[config.mk]
export PLATFORM = sky130hd
export DESIGN_NAME = fsm_key_ctrl_flat
export DESIGN_NICKNAME = d
export VERILOG_FILES = /design/src/rtl/fsm_key_ctrl_pkg.sv /design/src/rtl/fsm_key_ctrl_if.sv /design/src/rtl/fsm_key_ctrl_key_shift_reg.sv /design/src/rtl/fsm_key_ctrl.sv /design/src/flat_wrapper.sv
export SDC_FILE = /design/constraint.sdc
export NUM_CORES = 1
export LEC_CHECK = 0
export CORE_MARGIN = 3
export CORE_UTILIZATION = 35
export DETAILED_ROUTE_END_ITERATION = 12
export HOLD_SLACK_MARGIN = 0.06
export PLACE_DENSITY = 0.57
export SYNTH_ARGS = -nofsm -noshare
export SYNTH_HDL_FRONTEND = slang
export SYNTH_SLANG_ARGS = --single-unit
[constraint.sdc]
create_clock -name clk -period 3 [get_ports clk]
set_input_delay 0.6 -clock clk [delete_from_list [all_inputs] [get_ports clk]]
set_output_delay 0.6 -clock clk [all_outputs]
set_load 0.05 [all_outputs]
[src/rtl/fsm_key_ctrl_pkg.sv]
// fsm_key_ctrl_pkg
//   Shared types and helpers for the key-load / run sequencer.
//   - ctrl_state_e : sequencer states
//   - DEF_*        : default parameter values for the top level
//   - cntWidth()   : bits needed to hold the values 0..maxVal
package fsm_key_ctrl_pkg;

  typedef enum logic [2:0] {
    IDLE,
    SHIFT,
    SETTLE,
    RUN,
    LOCKOUT
  } ctrl_state_e;

  localparam int DEF_KEY_W      = 1;
  localparam int DEF_FAIL_MAX   = 3;
  localparam int DEF_SETTLE_CYC = 2;

  // Width of a counter that must reach maxVal itself (not just maxVal-1).
  function automatic int cntWidth(input int maxVal);
    return (maxVal < 1) ? 1 : $clog2(maxVal + 1);
  endfunction

endpackage

[src/rtl/fsm_key_ctrl_if.sv]
// fsm_key_ctrl_if
//   Bundles the key-loading inputs and the controlled-FSM outputs of
//   fsm_key_ctrl.
//   Inputs to the sequencer : key_sdi, key_sen, key_commit, key_par, run_req
//   Outputs from sequencer  : keyinput[KEY_W], dut_rst, dut_en, busy, err, locked
//   master : the side that loads keys and observes status
//   slave  : the sequencer itself
interface fsm_key_ctrl_if #(
  parameter int KEY_W = 1
) ();

  logic             key_sdi;
  logic             key_sen;
  logic             key_commit;
  logic             key_par;
  logic             run_req;
  logic [KEY_W-1:0] keyinput;
  logic             dut_rst;
  logic             dut_en;
  logic             busy;
  logic             err;
  logic             locked;

  modport master (
    output key_sdi, key_sen, key_commit, key_par, run_req,
    input  keyinput, dut_rst, dut_en, busy, err, locked
  );

  modport slave (
    input  key_sdi, key_sen, key_commit, key_par, run_req,
    output keyinput, dut_rst, dut_en, busy, err, locked
  );

endinterface

[src/rtl/fsm_key_ctrl_key_shift_reg.sv]
// key_shift_reg
//   Serial key shift register (MSB first) with a saturating bit counter.
//   clk      : clock
//   rst      : synchronous active-high reset
//   shift_i  : shift sdi_i into the register this cycle
//   clear_i  : restart the bit count; with shift_i the count restarts at 1
//   sdi_i    : serial key bit
//   shreg_o  : current register contents
//   full_o   : KEY_W bits shifted since the last clear
module key_shift_reg
  import fsm_key_ctrl_pkg::*;
#(
  parameter int KEY_W = 1
) (
  input  logic             clk,
  input  logic             rst,
  input  logic             shift_i,
  input  logic             clear_i,
  input  logic             sdi_i,
  output logic [KEY_W-1:0] shreg_o,
  output logic             full_o
);

  localparam int BIT_W = cntWidth(KEY_W);
  localparam logic [BIT_W-1:0] CNT_ONE  = BIT_W'(1);
  localparam logic [BIT_W-1:0] CNT_FULL = BIT_W'(KEY_W);

  logic [KEY_W-1:0] shreg_q;
  logic [KEY_W-1:0] shreg_d;
  logic [BIT_W-1:0] bitCnt_q;

  // A one-bit key simply takes the new bit; wider keys shift left.
  if (KEY_W == 1) begin : g_narrow
    assign shreg_d = sdi_i;
  end else begin : g_wide
    assign shreg_d = {shreg_q[KEY_W-2:0], sdi_i};
  end

  // The count saturates at KEY_W so extra bits keep the register full
  // while the oldest bits fall off the top.
  always_ff @(posedge clk) begin
    if (rst) begin
      shreg_q  <= '0;
      bitCnt_q <= '0;
    end else begin
      if (shift_i) begin
        shreg_q <= shreg_d;
      end
      if (clear_i) begin
        bitCnt_q <= shift_i ? CNT_ONE : '0;
      end else if (shift_i && (bitCnt_q != CNT_FULL)) begin
        bitCnt_q <= bitCnt_q + CNT_ONE;
      end
    end
  end

  assign shreg_o = shreg_q;
  assign full_o  = (bitCnt_q == CNT_FULL);

endmodule

[src/rtl/fsm_key_ctrl.sv]
// fsm_key_ctrl
//   Key-load and run sequencer for a key-locked benchmark FSM. A serial key
//   is shifted in, a commit applies it to keyinput, the controlled FSM is
//   held in reset for SETTLE_CYC cycles, and then run_req gates dut_en.
//   FAIL_MAX consecutive bad commits lock the block until rst.
//   clk, rst : clock and synchronous active-high reset
//   bus      : fsm_key_ctrl_if slave (key inputs, run_req, all outputs)
//   Optional feature macro KEY_PARITY_EN: a commit must also match key_par
//   against the parity of the shifted key.
module fsm_key_ctrl
  import fsm_key_ctrl_pkg::*;
#(
  parameter int KEY_W      = DEF_KEY_W,
  parameter int FAIL_MAX   = DEF_FAIL_MAX,
  parameter int SETTLE_CYC = DEF_SETTLE_CYC
) (
  input  logic          clk,
  input  logic          rst,
  fsm_key_ctrl_if.slave bus
);

  localparam int FAIL_W   = cntWidth(FAIL_MAX);
  localparam int SETTLE_W = cntWidth(SETTLE_CYC);
  localparam logic [FAIL_W-1:0]   FAIL_ONE   = FAIL_W'(1);
  localparam logic [FAIL_W-1:0]   FAIL_LAST  = FAIL_W'(FAIL_MAX - 1);
  localparam logic [SETTLE_W-1:0] SETTLE_ONE = SETTLE_W'(1);
  localparam logic [SETTLE_W-1:0] SETTLE_LD  = SETTLE_W'(SETTLE_CYC);

  ctrl_state_e         state_q;
  logic [FAIL_W-1:0]   failCnt_q;
  logic [SETTLE_W-1:0] settleCnt_q;
  logic [KEY_W-1:0]    keyinput_q;
  logic                dutRst_q;
  logic                dutEn_q;
  logic                busy_q;
  logic                err_q;
  logic                locked_q;

  logic [KEY_W-1:0]    shreg;
  logic                keyFull;
  logic                parityOk;
  logic                commitGood;
  logic                shiftEn;
  logic                clearEn;

`ifdef KEY_PARITY_EN
  assign parityOk = ((^shreg) == bus.key_par);
`else
  logic unusedKeyPar;
  assign unusedKeyPar = bus.key_par;
  assign parityOk     = 1'b1;
`endif

  assign commitGood = keyFull && parityOk;

  // Shift-register control. Entering SHIFT from IDLE or RUN restarts the
  // count with the incoming bit; a commit in SHIFT suppresses the shift,
  // and a bad commit discards the partial count.
  always_comb begin
    shiftEn = 1'b0;
    clearEn = 1'b0;
    unique case (state_q)
      IDLE, RUN: begin
        shiftEn = bus.key_sen;
        clearEn = bus.key_sen;
      end
      SHIFT: begin
        shiftEn = bus.key_sen && !bus.key_commit;
        clearEn = bus.key_commit && !commitGood;
      end
      default: begin
        shiftEn = 1'b0;
        clearEn = 1'b0;
      end
    endcase
  end

  key_shift_reg #(
    .KEY_W(KEY_W)
  ) u_shift (
    .clk    (clk),
    .rst    (rst),
    .shift_i(shiftEn),
    .clear_i(clearEn),
    .sdi_i  (bus.key_sdi),
    .shreg_o(shreg),
    .full_o (keyFull)
  );

  // Sequencer state and every output are registered together so each
  // output always describes the state being entered on this edge.
  always_ff @(posedge clk) begin
    if (rst) begin
      state_q     <= IDLE;
      failCnt_q   <= '0;
      settleCnt_q <= '0;
      keyinput_q  <= '0;
      dutRst_q    <= 1'b1;
      dutEn_q     <= 1'b0;
      busy_q      <= 1'b0;
      err_q       <= 1'b0;
      locked_q    <= 1'b0;
    end else begin
      err_q <= 1'b0;
      unique case (state_q)
        IDLE: begin
          if (bus.key_sen) begin
            state_q <= SHIFT;
            busy_q  <= 1'b1;
          end
        end
        SHIFT: begin
          if (bus.key_commit) begin
            if (commitGood) begin
              state_q     <= SETTLE;
              keyinput_q  <= shreg;
              failCnt_q   <= '0;
              settleCnt_q <= SETTLE_LD;
            end else begin
              err_q     <= 1'b1;
              busy_q    <= 1'b0;
              failCnt_q <= failCnt_q + FAIL_ONE;
              if (failCnt_q == FAIL_LAST) begin
                state_q    <= LOCKOUT;
                locked_q   <= 1'b1;
                keyinput_q <= '0;
              end else begin
                state_q <= IDLE;
              end
            end
          end
        end
        SETTLE: begin
          // Reaching 1 here puts the release exactly SETTLE_CYC edges
          // after the commit edge.
          if (settleCnt_q == SETTLE_ONE) begin
            state_q  <= RUN;
            dutRst_q <= 1'b0;
            busy_q   <= 1'b0;
          end else begin
            settleCnt_q <= settleCnt_q - SETTLE_ONE;
          end
        end
        RUN: begin
          if (bus.key_sen) begin
            state_q    <= SHIFT;
            keyinput_q <= '0;
            dutRst_q   <= 1'b1;
            dutEn_q    <= 1'b0;
            busy_q     <= 1'b1;
          end else begin
            dutEn_q <= bus.run_req;
          end
        end
        LOCKOUT: begin
          state_q <= LOCKOUT;
        end
        default: begin
          state_q <= IDLE;
        end
      endcase
    end
  end

  assign bus.keyinput = keyinput_q;
  assign bus.dut_rst  = dutRst_q;
  assign bus.dut_en   = dutEn_q;
  assign bus.busy     = busy_q;
  assign bus.err      = err_q;
  assign bus.locked   = locked_q;

endmodule

[src/flat_wrapper.sv]
// flat-port wrapper written by rule: the top's interface ports become plain ports
module fsm_key_ctrl_flat import fsm_key_ctrl_pkg::*;
#(
  parameter int KEY_W      = DEF_KEY_W,
  parameter int FAIL_MAX   = DEF_FAIL_MAX,
  parameter int SETTLE_CYC = DEF_SETTLE_CYC
)
  (clk, rst, bus_key_sdi, bus_key_sen, bus_key_commit, bus_key_par, bus_run_req, bus_keyinput, bus_dut_rst, bus_dut_en, bus_busy, bus_err, bus_locked);
  fsm_key_ctrl_if #(.KEY_W(KEY_W)) bus_i ();
  input  logic clk;
  input  logic rst;
  input wire logic [$bits(bus_i.key_sdi)-1:0] bus_key_sdi;
  input wire logic [$bits(bus_i.key_sen)-1:0] bus_key_sen;
  input wire logic [$bits(bus_i.key_commit)-1:0] bus_key_commit;
  input wire logic [$bits(bus_i.key_par)-1:0] bus_key_par;
  input wire logic [$bits(bus_i.run_req)-1:0] bus_run_req;
  output wire logic [$bits(bus_i.keyinput)-1:0] bus_keyinput;
  output wire logic [$bits(bus_i.dut_rst)-1:0] bus_dut_rst;
  output wire logic [$bits(bus_i.dut_en)-1:0] bus_dut_en;
  output wire logic [$bits(bus_i.busy)-1:0] bus_busy;
  output wire logic [$bits(bus_i.err)-1:0] bus_err;
  output wire logic [$bits(bus_i.locked)-1:0] bus_locked;
  assign bus_i.key_sdi = bus_key_sdi;
  assign bus_i.key_sen = bus_key_sen;
  assign bus_i.key_commit = bus_key_commit;
  assign bus_i.key_par = bus_key_par;
  assign bus_i.run_req = bus_run_req;
  assign bus_keyinput = bus_i.keyinput;
  assign bus_dut_rst = bus_i.dut_rst;
  assign bus_dut_en = bus_i.dut_en;
  assign bus_busy = bus_i.busy;
  assign bus_err = bus_i.err;
  assign bus_locked = bus_i.locked;
  fsm_key_ctrl #(.KEY_W(KEY_W), .FAIL_MAX(FAIL_MAX), .SETTLE_CYC(SETTLE_CYC)) u_core (.clk(clk), .rst(rst), .bus(bus_i));
endmodule
# Word level (Yosys, flattened, before mapping)
# Cells that the tools add are included.
totals:
  elab_cells: 80
  regBits: 15
  output_inout_bits: 6
  inputBits: 7
classes:
  mux: 29
  n_addsub: 3
  eq_ne: 14
  n_reduce_logical: 20
  n_bitwise: 3
op_table:
  columns: ["operator", "count"]
  rows:
  - ["3-bit 2-to-1 mux", 5]
  - ["1-bit 2-to-1 mux", 13]
  - ["3-bit case mux with 4 select lines", 1]
  - ["4-bit AND reduction", 3]
  - ["2-bit != test, second input constant", 5]
  - ["2-bit 2-to-1 mux", 4]
  - ["1-bit case mux with 2 select lines", 4]
  - ["2-bit nonzero test", 4]
  - ["3-bit by 2-bit equality test with 1-bit output, second input constant", 2]
  - ["3-bit AND reduction", 2]
  - ["5-bit AND reduction", 1]
  - ["2-bit by 1-bit != test with 1-bit output, second input constant", 2]
  - ["2-bit case mux with 2 select lines", 1]
  - ["3-bit by 1-bit equality test with 1-bit output, second input constant", 1]
  - ["3-bit equality test, second input constant", 1]
  - ["1-bit logical AND", 3]
  - ["3-bit zero test", 1]
  - ["3-bit by 2-bit != test with 1-bit output, second input constant", 1]
  - ["1-bit inverter", 3]
  - ["1-bit case mux with 3 select lines", 1]
  - ["3-bit nonzero test", 1]
  - ["3-bit OR reduction", 1]
  - ["2-bit by 1-bit adder with 2-bit output, second input constant", 1]
  - ["2-bit by 1-bit equality test with 1-bit output, second input constant", 1]
  - ["6 further kinds", 7]

# Logic depth before layout (Yosys ltp)
depth:
  depth_word: 6
  depth_mapped: 5

# Hierarchy
# A second synthesis with hierarchy kept.
hier_totals:
  hier_cells: 85
  hier_area_um2: 769.5
by_module_without_submodules:
  columns: ["module", "instances", "seq_area_each_um2", "area_per_inst_um2", "cells_each"]
  rows:
  - ["fsm_key_ctrl", 1, 260.2, 700.7, 78]
  - ["key_shift_reg", 1, 40.0, 68.8, 7]

# Worst setup path before layout
# OpenSTA, ideal clock, no wires.
synth_timing:
  kind: "in2reg"
  start: "input bus_key_commit"
  end: "register u_core.failCnt_q[1]"
  setup_slack_ns: 1.711
  n_path_buf: 0
  path_stages: 3
  setup_ns: 0.071
  t_arrival_ns: 1.219
  cell_sequence: "nand4bb_1 -> or3_1 -> a21oi_1"
synth_between:
  elab_chain_len: 1
synth_lines:
  columns: ["item", "line_no", "source"]
  rows:
  - ["from (decl)", "flat_wrapper.sv:14", "input wire logic [$bits(bus_i.key_commit)-1:0] bus_key_commit;"]
  - ["2-bit AND reduction (no source line)", null, null]
  - ["to (signal assigned)", "fsm_key_ctrl.sv:122", "failCnt_q <= failCnt_q + FAIL_ONE;"]
  - ["to (decl)", "fsm_key_ctrl.sv:30", "logic [FAIL_W-1:0] failCnt_q;"]
# No other way between the ends.
# A chain may end at the register's enable or synchronous reset.

# Worst setup path in the final report
layout_timing:
  start: "register u_core.busy_q (netlist: u_core.bus.busy)"
  end: "output bus_busy"
layout_rtl:
  columns: ["item", "line_no", "source"]
  rows:
  - ["from (decl)", "fsm_key_ctrl.sv:35", "logic busy_q;"]
  - ["from (signal assigned)", "fsm_key_ctrl.sv:100", "busy_q <= 1'b0;"]
  - ["from (signal assigned)", "fsm_key_ctrl.sv:109", "busy_q <= 1'b1;"]
  - ["from (signal assigned)", "fsm_key_ctrl.sv:121", "busy_q <= 1'b0;"]
  - ["to (decl)", "flat_wrapper.sv:20", "output wire logic [$bits(bus_i.busy)-1:0] bus_busy;"]
# No word-level cell between the ends.

==> flow_metrics.py <==
metrics = {
    "timing": {
        "fin_crit_ns": 2.06,
        "worst_pin_slew_ns": 0.517,
        "finalSetupViolations": 0,
        "timing.final.crit_share_pct": 68.6,
        "slew_violations": 0,
        "hold_violations": 0,
        "skew_ns": 0.0114,
        "max_freq_mhz": 486,
        "rsz0062_at_grt": "no",
        "tns_ns": 0,
        "relSlewSlack_pct": 65.4,
    },
    "layout": {
        "final_common_cell": "dfxtp_1",
        "nets": 105,
        "area_delta_synth_final_pct": 19.7,
        "layout-drive-gt1-share_pct": 5.26,
        "fill_cells": 198,
        "layout_common_cells": "dfxtp_1 (15), clkdlybuf4s50_1 (11), a21oi_1 (10)",
        "antennaDiodeCount": 0,
        "design_area_sq_um": 890,
    },
    "pwr": {
        "max-vdd-ir-drop_uv": 318,
        "powerDensity_nw_per_um2": 440,
        "finalPower_mw": 0.391,
        "cellLeakagePower_nw": 0.314,
    },
    "cts": {
        "cts_hold_buf": 0,
        "cts_buffers": 3,
        "cts.path.max_buffers": 2,
        "path_clk_slew_ns": 0.10,
        "cts_root_buffer": "clkbuf_4",
        "htreeDepth": 1,
        "cts_resized": 0,
        "cts_tree": "done",
        "cts.sinks": 15,
        "clk_latency_ns": 0.29,
        "cts_setup_buffers": 0,
    },
    "route": {
        "viasPerCell": 5.32,
        "routed-via-count": 649,
        "drc": 0,
        "antenna_left": 0,
        "wl_per_cell_microns": 12.4,
        "wirelength_microns": 1510,
        "drt_iter0_markers": 13,
        "dr.pass1.iters": 4,
    },
    "global_route": {
        "grt_first_pass_wirelength_microns": 2600,
        "grt.total_usage_pct": 13.4,
        "overflow": 0,
        "grt_pass1_vias": 584,
        "antenna_found_initial": 0,
        "grt_max_degree": 16,
    },
    "floorplanning": {
        "boundaryPins": 13,
        "core_sq_um": 1980,
        "num_rows": 16,
        "die-area_sq_um": 2710,
        "die_y_microns": 52.1,
        "start_util_pct": 37.5,
        "die_x_microns": 52.1,
    },
    "critical_path": {
        "crit_type": "reg -> out",
        "critPathLaunchType": "flip-flop",
        "path_max_fanout": 3,
        "crit_slowest_cell": "clkdlybuf4s50_1",
        "critPathMaxStageDelay_ns": 0.81,
        "cp-end-kind": "primary output",
        "reg2reg_from": "u_core.state_q[1]",
        "worstPathArrival_ns": 1.46,
        "reg2reg_slack_ns": 1.49,
        "required_ns": 2.40,
        "r2r-end": "u_core.bus.keyinput",
        "crit_buf_inv": 1,
        "reg2reg_depth": 3,
        "cp_top_family": "buffers and inverters",
        "path_cells": "clkdlybuf4s50_1",
    },
    "worst_hold_path": {
        "hp-start": "u_core.bus.locked",
        "holdCritPathClass": "reg -> reg",
        "hold_end": "u_core.bus.locked",
        "hold_depth": 2,
    },
    "logic_synthesis": {
        "synth.net_count": 93,
        "synth_area_per_cell_sq_um": 8.85,
        "synthCells": 84,
        "synth_cell_types": 33,
        "synth_seq_cells": 15,
        "synth_warnings": 0,
        "yosysSeqAreaShare_pct": 40.4,
        "synth.cell_area_sq_um": 743,
    },
    "placement": {
        "post_dp_cell_area_sq_um": 862,
        "globalplace.congestion": 0.769,
        "port_buffers": 11,
        "place_hpwl_microns": 1080,
    },
    "status": {
        "status": "finished, final reports clean",
    },
    "job": {
        "drv_cap": 0,
    },
}
through the flow:
step	setup WS (ns)	utilization, %	hold slack [ns]	std cells
final	0.943	44.9	0.457	122
after CTS	0.922	44.9	0.462	122
after global routing	0.880	44.9	0.497	122
after global placement	0.941	43.5	0.439	118
after floorplan	1.71	-	0.436	84
after detailed placement	0.906	43.5	0.448	118
final cells by class:
| cell class | count | area (sq um) | share of cell area (%) |
|---|---|---|---|
| repair buffers | 11 | 110 | 12.4 |
| inverters | 9 | 33.8 | 3.80 |
| multi-input cells | 56 | 384 | 43.2 |
| clock buffers | 3 | 22.5 | 2.53 |
| clock inverters | 1 | 5.00 | 0.563 |
| well taps | 27 | 33.8 | 3.80 |
| flip-flops and latches | 15 | 300 | 33.8 |
Yosys cell counts:
master	instances	area [sq um]
and3b_1	1	8.76
buf_2	2	10.0
o21ai_0	1	5.00
nor2b_1	2	12.5
o32ai_1	2	17.5
a31o_1	1	8.76
nor3_1	2	10.0
a2111oi_1	1	10.0
buf_6	1	11.3
nor2_1	2	7.51
mux2_2	1	11.3
dfxtp_1	15	300
nand2b_1	1	6.26
nand2_1	6	22.5
a31oi_1	2	12.5
a21oi_1	10	50.1
nor4b_1	2	17.5
nand4_1	2	12.5
a211oi_1	2	15.0
or3_1	2	12.5
nand3b_1	2	15.0
o211ai_1	1	7.51
mux2i_1	3	30.0
inv_1	9	33.8
and4b_1	1	10.0
o211a_1	1	10.0
clkbuf_1	1	3.75
nand3_1	2	10.0
a221o_1	1	10.0
or2b_1	1	7.51
nand4bb_1	1	11.3
o21bai_1	1	7.51
ha_1	2	25.0
worst max path at each step:
stage / from / endpoint / cells after the start
final: u_core.bus.busy / bus_busy / 1
after global routing: u_core.bus.busy / bus_busy / 1
after CTS: u_core.bus.busy / bus_busy / 1
after detailed placement: bus_key_sen / u_core.bus.keyinput / 4
after global placement: bus_key_sen / u_core.bus.keyinput / 4
after floorplan: bus_key_commit / u_core.failCnt_q[1] / 3
metal layers:
metal  vias up  wire length, microns  GRT usage, %
li1        331                     -             -
met1       301                   765          16.3
met2        15                   630          19.5
met3         2                    90          6.30
met4         0                    23          6.55
met5         -                     0             0
logic make-up after synthesis:
family	Yosys count	synth area share, %
AOI/OAI and AO/OA	23	20.7
and+or+nand+nor	27	22.1
muxes	4	5.56
buffers and inverters	13	7.91
adders and majority gates	2	3.37
DFF	15	40.4
where the power goes:
group	total (mW)	leakage [nW]	switching [mW]	internal [mW]
logic	0.0565	0.174	0.0316	0.0249
clock network	0.116	0.0177	0.0666	0.0496
registers	0.218	0.122	0.0110	0.207
total	0.391	0.314	0.109	0.282
state kept, by name (all words and copies together), names as in the netlist:
register / flops
u_core.state_q: 3
u_core.failCnt_q: 2
u_core.settleCnt_q: 2
u_core.bus.busy: 1
u_core.bus.dut_en: 1
u_core.bus.dut_rst: 1
u_core.bus.err: 1
u_core.bus.keyinput: 1
u_core.bus.locked: 1
u_core.u_shift.full_o: 1
u_core.u_shift.shreg_o: 1
Note: power is estimated with default switching activity, not from simulation.
